$ cat src/rtl/instr_fetch_unit.sv
// Instruction fetch front-end: owns the PC, fetches over a req/gnt/rvalid handshake, and holds instr until it is retired.
// Optional performance counters (retired_cnt, stall_cnt) are built when IF_PERF_CNT_EN is defined.
module instr_fetch_unit #(
  parameter int              XLEN     = 32,
  parameter logic [XLEN-1:0] RESET_PC = '0
) (
  input  logic            clk,
  input  logic            rst_n,
  output logic            imem_req,
  output logic [XLEN-1:0] imem_addr,
  input  logic            imem_gnt,
  input  logic            imem_rvalid,
  input  logic [XLEN-1:0] imem_rdata,
  output logic [XLEN-1:0] instr,
  output logic            instr_valid,
  input  logic            instr_ready,
  input  logic            branch,
  input  logic            zero,
  input  logic [XLEN-1:0] imm_ext,
  output logic [XLEN-1:0] pc,
  output logic [XLEN-1:0] pc_plus4,
  output logic            fetch_fault
`ifdef IF_PERF_CNT_EN
  ,
  output logic [31:0]     retired_cnt,
  output logic [31:0]     stall_cnt
`endif
);

  typedef enum logic [1:0] {S_REQ, S_WAIT, S_VALID, S_HALT} state_t;

  state_t          state_reg;
  logic [XLEN-1:0] pc_reg;
  logic [XLEN-1:0] instr_reg;
  logic            req_reg;
  logic            valid_reg;
  logic            fault_reg;
  logic [XLEN-1:0] pc_next;
  logic            taken;

  assign taken    = branch & zero;
  assign pc_plus4 = pc_reg + XLEN'(4);
  assign pc_next  = taken ? (pc_reg + imm_ext) : pc_plus4;

  assign imem_req    = req_reg;
  assign imem_addr   = pc_reg;
  assign pc          = pc_reg;
  assign instr       = instr_reg;
  assign instr_valid = valid_reg;
  assign fetch_fault = fault_reg;

  // Outputs are registered; req_reg is low for the first cycle after reset,
  // so a grant is only honoured once the request is actually visible.
  always_ff @(posedge clk or negedge rst_n) begin
    if (!rst_n) begin
      state_reg <= S_REQ;
      pc_reg    <= RESET_PC;
      instr_reg <= '0;
      req_reg   <= 1'b0;
      valid_reg <= 1'b0;
      fault_reg <= 1'b0;
    end else begin
      case (state_reg)
        S_REQ: begin
          if (req_reg && imem_gnt) begin
            req_reg   <= 1'b0;
            state_reg <= S_WAIT;
          end else begin
            req_reg <= 1'b1;
          end
        end
        S_WAIT: begin
          if (imem_rvalid) begin
            instr_reg <= imem_rdata;
            valid_reg <= 1'b1;
            state_reg <= S_VALID;
          end
        end
        S_VALID: begin
          if (instr_ready) begin
            pc_reg    <= pc_next;
            valid_reg <= 1'b0;
            if (pc_next[1:0] != 2'b00) begin
              fault_reg <= 1'b1;
              state_reg <= S_HALT;
            end else begin
              req_reg   <= 1'b1;
              state_reg <= S_REQ;
            end
          end
        end
        S_HALT: begin
          req_reg   <= 1'b0;
          valid_reg <= 1'b0;
          fault_reg <= 1'b1;
        end
      endcase
    end
  end

`ifdef IF_PERF_CNT_EN
  logic [31:0] retired_cnt_reg;
  logic [31:0] stall_cnt_reg;

  assign retired_cnt = retired_cnt_reg;
  assign stall_cnt   = stall_cnt_reg;

  // Both counters naturally freeze in S_HALT since neither condition can hold there.
  always_ff @(posedge clk or negedge rst_n) begin
    if (!rst_n) begin
      retired_cnt_reg <= '0;
      stall_cnt_reg   <= '0;
    end else begin
      if (state_reg == S_VALID && instr_ready)
        retired_cnt_reg <= retired_cnt_reg + 32'd1;
      if ((state_reg == S_REQ && req_reg && !imem_gnt) ||
          (state_reg == S_WAIT && !imem_rvalid))
        stall_cnt_reg <= stall_cnt_reg + 32'd1;
    end
  end
`endif

endmodule

$ cat config.mk
export PLATFORM = sky130hd
export DESIGN_NAME = instr_fetch_unit
export DESIGN_NICKNAME = d
export VERILOG_FILES = /design/src/rtl/instr_fetch_unit.sv
export SDC_FILE = /design/constraint.sdc
export NUM_CORES = 1
export LEC_CHECK = 0
export CAP_MARGIN = 10
export CORE_MARGIN = 2
export CORE_UTILIZATION = 47
export CTS_BUF_LIST = sky130_fd_sc_hd__clkbuf_4
export DETAILED_ROUTE_END_ITERATION = 16
export PLACE_DENSITY = 0.85
export SYNTH_ARGS = -nofsm -noshare
export SYNTH_HDL_FRONTEND = slang
export SYNTH_SLANG_ARGS = --single-unit
$ cat constraint.sdc
create_clock -name clk -period 3.54 [get_ports clk]
set_clock_uncertainty 0.05 [all_clocks]
set_input_delay 0.531 -clock clk [delete_from_list [all_inputs] [get_ports clk]]
set_output_delay 0.531 -clock clk [all_outputs]
set_load 0.02 [all_outputs]
==> reports/results.env, run 1 <==
VIA_DENSITY=5.85
SYNTH_NETS=790
MAX_CAP_VIOL_COUNT=0
MAX-SLEW-MARGIN-REL=0.453
TIMING.FINAL.CRIT_PERIOD_PS=3390
DOMINANTREGCELLSYNTH='dfrtp_1'
CLKTRANSATPATHREGS_PS=140
SYNTH_AREA_PER_CELL_UM2=8.36
FINALWEIGHTEDCONGESTION=0.955
MAX_FREQ_GHz=0.295
CHIPHEIGHT_UM=114
NUMBER_OF_LEVELS_THE_H_TREE_WAS_SPLIT_INTO=3
DESIGN_POWER_TOTAL_mW=7.28
DIE_WIDTH_UM=114
P_SWITCHING_mW=3.51
COMBPWRFRAC=0.706
LEAKAGEPOWER_nW=3.41
YOSYS-TOP-CELLS-AREA='dfrtp_1 (30%), ha_1 (8.6%), mux2_2 (6.5%), a21oi_1 (5.8%), nand2_1 (5.0%)'
WORST_EP_ARRIVAL_TIME_PS=2810
FIN_MAX_SLEW_VIOS=0
OUTCOME='complete, no violations'
DP.CELLS=984
POWER.CLOCK.FRACTION=0.071
SYNTH_LARGEST_TYPE_AREA_FRACTION=0.304
SYNTH.MOST_COMMON_CELL='nand2_1'
POST-ROUTE-DRC-COUNT=0
CLK_LATENCY_PS=430
SYNTH_ENABLE_FLOP_CELLS=0
PLACE.DETAILED.HPWL_UM=14000
WORST_PIN_SLEW_PS=820
POWER.IR.VDD_WORST_V=0.000443
TIMING_HOLD_VIOLATIONS_FINAL=0
TOTALWIRELENGTH_UM=17900
PRE_CTS_WS_PS=109
CRITPATHREQUIREDTIME_PS=2960
GRT_OVERFLOW=0
ANTENNA_FOUND_INITIAL=0
DETAIL_ROUTE.WL_PER_CELL_UM=17.9
STDCELL_COUNT=1001
SEQPWRFRAC=0.222
LARGEST_NET_DEGREE_AT_THE_START_OF_GLOBAL_ROUTING=37
FINAL_CORE_UTILIZATION=0.659
WORST_SETUP_SP_TYPE='register'
RSZ0062_AT_GRT='false'
CELL_TYPES_WITH_THE_HIGHEST_COUNTS_AFTER_SYNTHESIS='nand2_1 (76), dfrtp_1 (69), a21oi_1 (66), nor2_1 (60), o21ai_0 (45)'
DR.PASS1.ITERS=5
SYNTHESIS.YOSYS.WARNINGS=0
FIN_SETUP_TNS_PS=0
SWITCHING_POWER_SHARE_OF_THE_TOTAL=0.482
IO_PINS=202
GRT_USE_TOTAL=0.268
POWERDENSITY_nW_PER_UM2=927
CTS_TREE='done'
DRT.ANTENNA.VIOLATING_NETS=0
SETUP_VIOLATIONS=0
NUM_VIAS=5852
HOLD_CLASS='in -> async'
INTERNAL_POWER_mW=3.77
DIEAREA_UM2=13000
DR.FIRST_ITER.DRC_COUNT=484
WORST_SLACK_PS=147
DRIVE_GT1_FRAC=0.104
CRITICALPATHCATEGORY='reg -> out'
PORT-BUFFER-COUNT=201
CLOCK_TREE.BUFFER_DEPTH=2
NUMBER_OF_CLOCK_BUFFERS_INSERTED_BY_TRITONCTS=9
GRT_FIRST_PASS_WIRELENGTH_UM=27700
CLK_ROOT_BUFFER_CELL='clkbuf_4'
MIN_PERIOD_OVER_PERIOD=0.959
FLOORPLAN.CORE_AREA_UM2=11900
SYNTH_SEQ_AREA_SHARE=0.304
ROWS=40
SYNTH_LARGEST_AREA_CELL='dfrtp_1'
SYNTH-ASYNC-RESET-RATIO=1.00
ANTENNA-DIODE-COUNT=0
START_UTIL=0.476
TIMING.CRITICAL_PATH.FANOUT_MAX=7
GRT_PASS1_VIAS=5472
SYNTH_AREA_UM2=5680
AREA_GROWTH_SYN_TO_LAYOUT_PCT=38.3
POST_SYNTHESIS_CELL_COUNT=679
NUMCLOCKSINKS=69
POST_LAYOUT_NETS=960
SYNTHDISTINCTLIBCELLS=59
SYNTH.FF_LATCH_COUNT=69
ENDPOINT_KIND='primary output'
-- critical path, stage by stage (launching register included) --
cell	delay, ps
dfrtp_1	400
buf_4	180
nand3_2	180
nor3_4	220
and4_2	330
nand2_2	150
nor2_2	180
xor2_1	150
clkdlybuf4s50_1	620
-- through the flow --
stage	hold WS [ps]	instance area [um2]
detailed placement	431	7680
floorplan	185	5680
CTS	149	7820
finish	141	7850
global placement	420	7680
global route	192	7850
-- area by class of cell --
class | instances | area, um2
Timing Repair Buffer | 227 | 2220
Fill cell | 995 | 4060
Multi-Input combinational cell | 530 | 3530
Inverter | 12 | 45.0
Clock inverter | 6 | 62.6
Sequential cell | 69 | 1730
Clock buffer | 10 | 75.1
Tap cell | 147 | 184
-- cells by family (layout without fill, tap and decap cells) --
group           count (synthesis)  in the layout  synth area share
buf+inv                        80            255            0.0763
mux                            34             34            0.0672
fa+ha+maj                      40             40            0.0895
xor+xnor                       52             52            0.0802
simple gates                  211            211             0.175
compound gates                193            193             0.208
flops                          69             69             0.304
-- path summary, 6_finish.rpt --
| check | to | cells after the start | from | slack [ps] |
|---|---|---|---|---|
| min | imem_addr[4] | 1 | rst_n | 140 |
| min in group clk | fetch_fault | 1 | fetch_fault | 450 |
| max | pc_plus4[23] | 8 | imem_addr[2] | 150 |
| max reg2reg | imem_addr[18] | 10 | imem_addr[0] | 530 |
| max in group asynchronous | imem_addr[8] | 2 | rst_n | 2620 |
| min reg2reg | fetch_fault | 1 | fetch_fault | 450 |
-- placed cells by master, fill, tap and decap left out, types with 6 or more instances in the layout --
master           instances
clkdlybuf4s50_1        190
nand2_1                 75
dfrtp_1                 67
a21oi_1                 66
nor2_1                  57
o21ai_0                 45
ha_1                    39
mux2_2                  33
xnor2_1                 30
buf_4                   25
xor2_1                  22
nand4_1                 17
a21o_1                  15
inv_1                   12
nand3_1                 12
nor3_1                  12
a31oi_1                 12
clkbuf_4                10
and3_1                   9
and4_1                   6
o22ai_1                  6
a211oi_1                 6
o21a_1                   6
dlymetal6s2s_1           6
-- what timing repair did --
action                                  CTS  global route
hold buffers                              0             0
setup buffers                             1             0
pin swaps                                 1             1
resized for setup                         6            11
endpoints found under the setup margin   10             8
-- per-layer routing --
metal / up-vias / part of all wire / global-route usage
met5: - / 0 / 0
met4: 0 / 0.022 / 0.0886
met3: 40 / 0.079 / 0.0462
met2: 296 / 0.48 / 0.456
met1: 2761 / 0.42 / 0.348
li1: 2755 / - / -
-- power by group through the flow --
| stage | Combinational (mW) | Sequential, mW | Clock [mW] |
|---|---|---|---|
| final | 5.14 | 1.62 | 0.519 |
| after floorplan | 2.77 | 2.00 | 0 |
| after global routing | 5.52 | 1.66 | 0.566 |
| after CTS | 5.13 | 1.61 | 0.528 |
| after global placement | 5.06 | 1.59 | 0 |
| after detailed placement | 5.13 | 1.62 | 0 |
Note: power is estimated with default switching activity, not from simulation.
==> run 2: changes to the inputs <==
--- a/config.mk
+++ b/config.mk
@@ -7,10 +7,10 @@
 export LEC_CHECK = 0
 export CAP_MARGIN = 10
 export CORE_MARGIN = 2
-export CORE_UTILIZATION = 47
-export CTS_BUF_LIST = sky130_fd_sc_hd__clkbuf_4
+export CORE_UTILIZATION = 46
+export CTS_BUF_LIST = sky130_fd_sc_hd__clkbuf_8 sky130_fd_sc_hd__clkbuf_16
 export DETAILED_ROUTE_END_ITERATION = 16
-export PLACE_DENSITY = 0.85
+export PLACE_DENSITY = 0.84
 export SYNTH_ARGS = -nofsm -noshare
 export SYNTH_HDL_FRONTEND = slang
 export SYNTH_SLANG_ARGS = --single-unit
==> run 2 against run 1 <==
  * Non-clock buffer count grew 1
  * Count of clock-buffer cells in the layout is the same
  * First-iteration DRC count grew 19%
  * Via count grew 0.14%
  * Die area grew 2.1%
  * Clock power grew 90%
  * Core utilization grew 1.1 points
  * Final cell count is essentially flat
  * Power grew 6.7%
  * Combinational power grew 0.8%
  * Design area grew 2.5%
==> reports/results.env, run 2 (synthesis results as in run 1) <==
OUTCOME='complete, no violations'  # unchanged
DIE_WIDTH_UM=115  # was 114 um
TIMING_HOLD_VIOLATIONS_FINAL=0  # unchanged
P_SWITCHING_mW=3.55  # was 3.51 mW
WORST_SETUP_SP_TYPE='register'  # unchanged
RSZ0062_AT_GRT='false'  # unchanged
GRT_FIRST_PASS_WIRELENGTH_UM=27800  # was 27700 um
INTERNAL_POWER_mW=4.21  # was 3.77 mW
START_UTIL=0.472  # was 0.476
CLKTRANSATPATHREGS_PS=60  # was 140 ps
NUM_VIAS=5860  # was 5852
COMBPWRFRAC=0.667  # was 0.706
FLOORPLAN.CORE_AREA_UM2=12000  # was 11900 um2
NUMBER_OF_LEVELS_THE_H_TREE_WAS_SPLIT_INTO=3  # unchanged
DRT.ANTENNA.VIOLATING_NETS=0  # unchanged
POWERDENSITY_nW_PER_UM2=966  # was 927 nW/um2
FINALWEIGHTEDCONGESTION=0.943  # was 0.955
POWER.IR.VDD_WORST_V=0.000481  # was 0.000443 V
GRT_OVERFLOW=0  # unchanged
PRE_CTS_WS_PS=71.5  # was 109 ps
GRT_PASS1_VIAS=5435  # was 5472
AREA_GROWTH_SYN_TO_LAYOUT_PCT=41.7  # was 38.3%
NUMBER_OF_CLOCK_BUFFERS_INSERTED_BY_TRITONCTS=9  # unchanged
PATH_CELLS='ha_2 -> and4_1 -> nand4bb_1 -> nor2_2 -> buf_4 -> nand2_1 -> xnor2_1 -> clkdlybuf4s50_1'  # was buf_4 -> nand3_2 -> nor3_4 -> and4_2 -> nand2_2 -> nor2_2 -> xor2_1 -> clkdlybuf4s50_1
SETUP.REG_TO_REG.WORST_SLACK_PS=480  # was 530 ps
IO_PINS=202  # unchanged
POST_LAYOUT_NETS=961  # was 960
HOLD_CLASS='in -> async'  # unchanged
WORST_SLACK_PS=18.0  # was 147 ps
DR.PASS1.ITERS=6  # was 5
FINAL_CELL_MIX='clkdlybuf4s50_1 (196), nand2_1 (76), a21oi_1 (66), dfrtp_1 (66), nor2_1 (57)'  # was clkdlybuf4s50_1 (190), nand2_1 (75), dfrtp_1 (67)
SEQPWRFRAC=0.206  # was 0.222
WORST_PIN_SLEW_PS=827  # was 820 ps
SWITCHING_POWER_SHARE_OF_THE_TOTAL=0.458  # was 0.482
MAX_CAP_VIOL_COUNT=0  # unchanged
TOTALWIRELENGTH_UM=18000  # was 17900 um
CHIPHEIGHT_UM=115  # was 114 um
CLK_ROOT_BUFFER_CELL='clkbuf_16'  # was clkbuf_4
PLACE.DETAILED.HPWL_UM=13800  # was 14000 um
DRIVE_GT1_FRAC=0.105  # was 0.104
R2R.WORST_PATH.CELLS=10  # unchanged
SETUP_VIOLATIONS=0  # unchanged
VIA_DENSITY=5.85  # about the same
PLACEDINSTANCEAREA_UM2=7690  # was 7680 um2
PORT-BUFFER-COUNT=201  # unchanged
TOP_DELAY_FAMILY_ON_CRIT_PATH='buffers and inverters'  # was simple AND/OR/NAND/NOR gates
TIMING.FINAL.CRIT_PERIOD_PS=3520  # was 3390 ps
CRITICAL_PATH_BUF_INV_COUNT=2  # unchanged
MAX_FREQ_GHz=0.284  # was 0.295 GHz
GRT_USE_TOTAL=0.267  # was 0.268
DR.FIRST_ITER.DRC_COUNT=574  # was 484
DIEAREA_UM2=13200  # was 13000 um2
FIN_SETUP_TNS_PS=0  # unchanged
FIN_MAX_SLEW_VIOS=0  # unchanged
HOLD_SLACK_PS=243  # was 141 ps
POST-ROUTE-DRC-COUNT=0  # unchanged
ROWS=40  # unchanged
LARGEST_NET_DEGREE_AT_THE_START_OF_GLOBAL_ROUTING=38  # was 37
NUMCLOCKSINKS=69  # unchanged
CTS_TREE='done'  # unchanged
POST-ROUTE-CELL-AREA_UM2=8040  # was 7850 um2
CRIT_PATH_MAX_INCR_DELAY_PS=670  # was 620 ps
MIN_PERIOD_OVER_PERIOD=0.995  # was 0.959
DETAIL_ROUTE.WL_PER_CELL_UM=17.9  # about the same
ANTENNA-DIODE-COUNT=0  # unchanged
ANTENNA_FOUND_INITIAL=0  # unchanged
TIMING.RR.START='imem_addr[0]'  # unchanged
CLK_LATENCY_PS=340  # was 430 ps
TIMING.CRITICAL_PATH.FANOUT_MAX=6  # was 7
POSTCTSSETUPREPAIRBUFS=0  # was 1
MAX-SLEW-MARGIN-REL=0.448  # was 0.453
FINAL_CORE_UTILIZATION=0.670  # was 0.659
CRITPATHREQUIREDTIME_PS=2960  # about the same
POWER.CLOCK.FRACTION=0.127  # was 0.071
CRITICALPATHCATEGORY='reg -> out'  # unchanged
FINAL_COMMON_CELL='clkdlybuf4s50_1'  # unchanged
REGTOREGENDPOINT='imem_addr[30]'  # was imem_addr[18]
CLOCK_TREE.BUFFER_DEPTH=2  # unchanged
LEAKAGEPOWER_nW=3.46  # was 3.41 nW
ENDPOINT_KIND='primary output'  # unchanged
WORST_EP_ARRIVAL_TIME_PS=2940  # was 2810 ps
CRIT_SLOWEST_CELL='clkdlybuf4s50_1'  # unchanged
## run 2: cell types whose count changed in the layout (fill, tap and decap cells not counted), moves of 2 or more
cell | before | now
clkbuf_4 | 10 | 0
clkbuf_16 | 0 | 9
clkdlybuf4s50_1 | 190 | 196
dlygate4sd2_1 | 4 | 0
dlymetal6s2s_1 | 6 | 4
## run 2: worst register-to-register path, cell delays in order, from the launching register on
cell and delay [ps]:
dfrtp_1 460, ha_1 270, fa_1 420, a21o_1 210, a221o_1 390, a211o_1 360
a21o_1 220, nand3_1 160, a31oi_1 130, xnor2_1 170, o21ai_0 90
## run 2: worst max-delay path by stage
stage                 start       endpoint  slack [ps]  depth (start not counted)
6_report       imem_addr[3]   pc_plus4[16]          20                          8
3_5_place_dp     imm_ext[0]  imem_addr[30]          70                         11
2_1_floorplan  imem_addr[2]   pc_plus4[26]         660                          7
5_1_grt        imem_addr[3]   pc_plus4[24]          10                          8
4_1_cts        imem_addr[3]   pc_plus4[26]           4                          8
3_3_place_gp     imm_ext[0]  imem_addr[26]         160                         11
## run 2: per-layer routing
layer | global-route usage | wire length (um)
met1 | 0.352 | 7330
met2 | 0.441 | 8480
met3 | 0.0559 | 1670
met4 | 0.0827 | 492
met5 | 0 | 0
## run 2: layout make-up
type                            instances  area [um2]
Fill cell                             968        3970
Multi-Input combinational cell        530        3530
Timing Repair Buffer                  228        2230
Sequential cell                        69        1730
Clock buffer                           10         239
Tap cell                              147         184
Clock inverter                          6        87.6
Inverter                               12        45.0
## run 2: power groups by stage
stage	clock network [mW]	logic (mW)	registers, mW
finish	0.984	5.18	1.60
global route	1.02	5.58	1.65
CTS	0.991	5.17	1.59
detailed placement	0	5.14	1.60
global placement	0	5.09	1.58
floorplan	0	2.77	2.00
## run 2: per-stage QoR
stage	std cells	power, mW
after detailed placement	986	6.74
after global routing	1002	8.26
after global placement	986	6.68
after CTS	1002	7.74
after floorplan	679	4.77
final	1002	7.77
## run 2: repair_timing
item	4_1_cts	5_1_grt
hold buffers	0	0
setup endpoints to repair	0	12
resized for setup	0	11
==> run 3: changes to the inputs <==
--- a/config.mk
+++ b/config.mk
@@ -5,6 +5,7 @@
 export SDC_FILE = /design/constraint.sdc
 export NUM_CORES = 1
 export LEC_CHECK = 0
+export ABC_AREA = 0
 export CAP_MARGIN = 10
 export CORE_MARGIN = 2
 export CORE_UTILIZATION = 46
==> constraint.sdc (replaced) <==
create_clock -name clk -period 3.5 [get_ports clk]
set_clock_uncertainty 0.05 [all_clocks]
set_input_delay 0.525 -clock clk [delete_from_list [all_inputs] [get_ports clk]]
set_output_delay 0.525 -clock clk [all_outputs]
set_load 0.02 [all_outputs]
==> run 3 against run 2 <==
  * Setup slack improved by 110 ps
  * First-iteration DRC count decreased by 17%
  * Routed wire length decreased by 3.8%
  * Sequential share of layout area increased by 0.17 points
  * Sequential power about the same
  * Power decreased by 1.4%
  * Count of clock-buffer cells in the layout increased by 1
  * Highest routed layer unchanged
  * Critical path depth unchanged
  * Global-route usage decreased by 0.91 points
==> reports/results.env, run 3 (synthesis results as in run 1) <==
OUTCOME='complete, no violations'  # unchanged
DIEAREA_UM2=13200  # unchanged
LARGEST_NET_DEGREE_AT_THE_START_OF_GLOBAL_ROUTING=38  # unchanged
TIMING.FINAL.CRIT_PERIOD_PS=3370
IO_PINS=202  # unchanged
FIN_MAX_SLEW_VIOS=0  # unchanged
DR.FIRST_ITER.DRC_COUNT=475  # was 574
ANTENNA-DIODE-COUNT=0  # unchanged
GRT_USE_TOTAL=0.258  # was 0.267
WORST_EP_ARRIVAL_TIME_PS=2790  # was 2940 ps
CTS_HOLD_REPAIR.BUFFERS=0  # unchanged
NUMCLOCKSINKS=69  # unchanged
NUM_VIAS=5833  # was 5860
DRT.ANTENNA.VIOLATING_NETS=0  # unchanged
CRITICALPATHCATEGORY='reg -> out'  # unchanged
FILLCELLCOUNT=997  # was 968
POST-ROUTE-DRC-COUNT=0  # unchanged
CRITPATHREQUIREDTIME_PS=2920  # was 2960 ps
MIN_PERIOD_OVER_PERIOD=0.963
TIMING_HOLD_VIOLATIONS_FINAL=0  # unchanged
MET3_USE_GR=0.0564  # was 0.0559
RSZ0062_AT_GRT='false'  # unchanged
DRIVE_GT1_FRAC=0.102  # was 0.105
SEQ_AREA_UM2=1730  # unchanged
FLOORPLAN.CORE_AREA_UM2=12000  # unchanged
ROWS=40  # unchanged
DR.PASS1.ITERS=6  # unchanged
GRT_PASS1_VIAS=5404  # was 5435
MAX_CAP_VIOL_COUNT=0  # unchanged
TIMING.CRITICAL_PATH.FANOUT_MAX=7  # was 6
NUMBER_OF_LEVELS_THE_H_TREE_WAS_SPLIT_INTO=3  # unchanged
FIN_SETUP_TNS_PS=0  # unchanged
START_POINT_OF_THE_CRITICAL_PATH='imem_addr[2]'  # was imem_addr[3]
CHIPHEIGHT_UM=115  # unchanged
CTS_TREE='done'  # unchanged
DIE_WIDTH_UM=115  # unchanged
FINAL_CELL_MIX='clkdlybuf4s50_1 (194), nand2_1 (76), a21oi_1 (66), dfrtp_1 (66), nor2_1 (58)'  # was clkdlybuf4s50_1 (196), nand2_1 (76), a21oi_1 (66), dfrtp_1 (66), nor2_1 (57)
NUMBER_OF_CLOCK_BUFFERS_INSERTED_BY_TRITONCTS=9  # unchanged
ANTENNA_FOUND_INITIAL=0  # unchanged
VIA_DENSITY=5.83  # was 5.85
PORT-BUFFER-COUNT=201  # unchanged
REGTOREGENDPOINT='imem_addr[18]'  # was imem_addr[30]
CLK_ROOT_BUFFER_CELL='clkbuf_16'  # unchanged
CLK_LATENCY_PS=330  # was 340 ps
HOLD_CLASS='in -> async'  # unchanged
GRT_USE_MET2=0.426  # was 0.441
AREA_GROWTH_SYN_TO_LAYOUT_PCT=40.6  # was 41.7%
R2R.WORST_PATH.CELLS=10  # unchanged
MAX-SLEW-MARGIN-REL=0.452  # was 0.448
CLOCK_TREE.BUFFER_DEPTH=2  # unchanged
TOTALWIRELENGTH_UM=17300  # was 18000 um
MAX_FREQ_GHz=0.297
DETAIL_ROUTE.WL_PER_CELL_UM=17.3  # was 17.9 um
LEAKAGEPOWER_nW=3.43  # was 3.46 nW
CLKTRANSATPATHREGS_PS=60  # about the same
POSTCTSSETUPREPAIRBUFS=0  # unchanged
POWERDENSITY_nW_PER_UM2=960  # was 966 nW/um2
GRT_FIRST_PASS_WIRELENGTH_UM=27200  # was 27800 um
WORST_SLACK_PS=131  # was 18.0 ps
POST_LAYOUT_NETS=960  # was 961
USE_MET1=0.336  # was 0.352
TOP_USAGE_LAYER='met2'  # unchanged
SETUP_VIOLATIONS=0  # unchanged
MULTI_INPUT_LOGIC_AREA_UM2=3520  # was 3530 um2
FINAL_COMMON_CELL='clkdlybuf4s50_1'  # unchanged
WORST_PIN_SLEW_PS=822  # was 827 ps
PLACE.DETAILED.HPWL_UM=13500  # was 13800 um
WORST_SETUP_SP_TYPE='register'  # unchanged
SETUP.REG_TO_REG.WORST_SLACK_PS=530  # was 480 ps
GRT_OVERFLOW=0  # unchanged
PRE_CTS_WS_PS=103  # was 71.5 ps
TIMING.RR.START='imem_addr[0]'  # unchanged
ENDPOINT_KIND='primary output'  # unchanged
POWER.IR.VDD_WORST_V=0.000435  # was 0.000481 V
FINALWEIGHTEDCONGESTION=0.977  # was 0.943
START_UTIL=0.472  # unchanged
## run 3: cell types whose count changed in the layout (fill, tap and decap cells not counted)
cell / delta
clkinv_2: +1
clkdlybuf4s50_1: -2
inv_1: +1
dlygate4sd2_1: +3
bufinv_16: -2
nor2_1: +1
nor2_2: -1
clkinv_4: -1
clkbuf_8: +1
dlymetal6s2s_1: -1
buf_4: -1
## run 3: report_power, final
part           internal, mW  switching [mW]  total, mW
clock network         0.511           0.329      0.841
logic                  2.43            2.77       5.20
registers              1.18           0.446       1.63
## run 3: how the worst max path moves through the flow
stage / depth (start not counted) / to / slack (ps)
floorplan: 7 / pc_plus4[26] / 630
global placement: 11 / imem_addr[18] / 180
detailed placement: 11 / imem_addr[18] / 100
CTS: 8 / pc_plus4[20] / 20
global route: 8 / pc_plus4[25] / 8
finish: 8 / pc_plus4[23] / 130
## run 3: metal layers
layer,part of all wire,up-vias
met3,0.093,37
met1,0.42,2723
met5,0,-
met4,0.024,0
met2,0.46,315
li1,-,2758
## run 3: final cells by class
| type | instances | area share |
|---|---|---|
| Multi-Input combinational cell | 530 | 0.441 |
| Timing Repair Buffer | 227 | 0.278 |
| Sequential cell | 69 | 0.217 |
| Clock buffer | 11 | 0.0317 |
| Tap cell | 147 | 0.0230 |
| Inverter | 12 | 0.00564 |
| Clock inverter | 5 | 0.00345 |
## run 3: critical path, cell delays in order (launching register included)
cell             delay (ps)
dfrtp_1                 370
buf_4                   190
nand3_2                 110
nor3_4                  190
and4_1                  330
nand2_1                 240
nor2_1                  250
xor2_1                  160
clkdlybuf4s50_1         620
## run 3: timing repair
item,4_1_cts,5_1_grt
resized for setup,3,9
cloned,0,0
setup endpoints to repair,3,7
## run 3: metrics by stage
stage                     power [mW]  std cells  instance area [um2]  hold slack (ps)  utilization
final                           7.66       1001                 7980              245        0.664
after global routing            8.16       1001                 7980              304        0.664
after CTS                       7.65       1001                 7960              257        0.663
after detailed placement        6.80        985                 7690              436        0.640
after global placement          6.75        985                 7690              418        0.640
after floorplan                 4.82        679                 5680              179            -
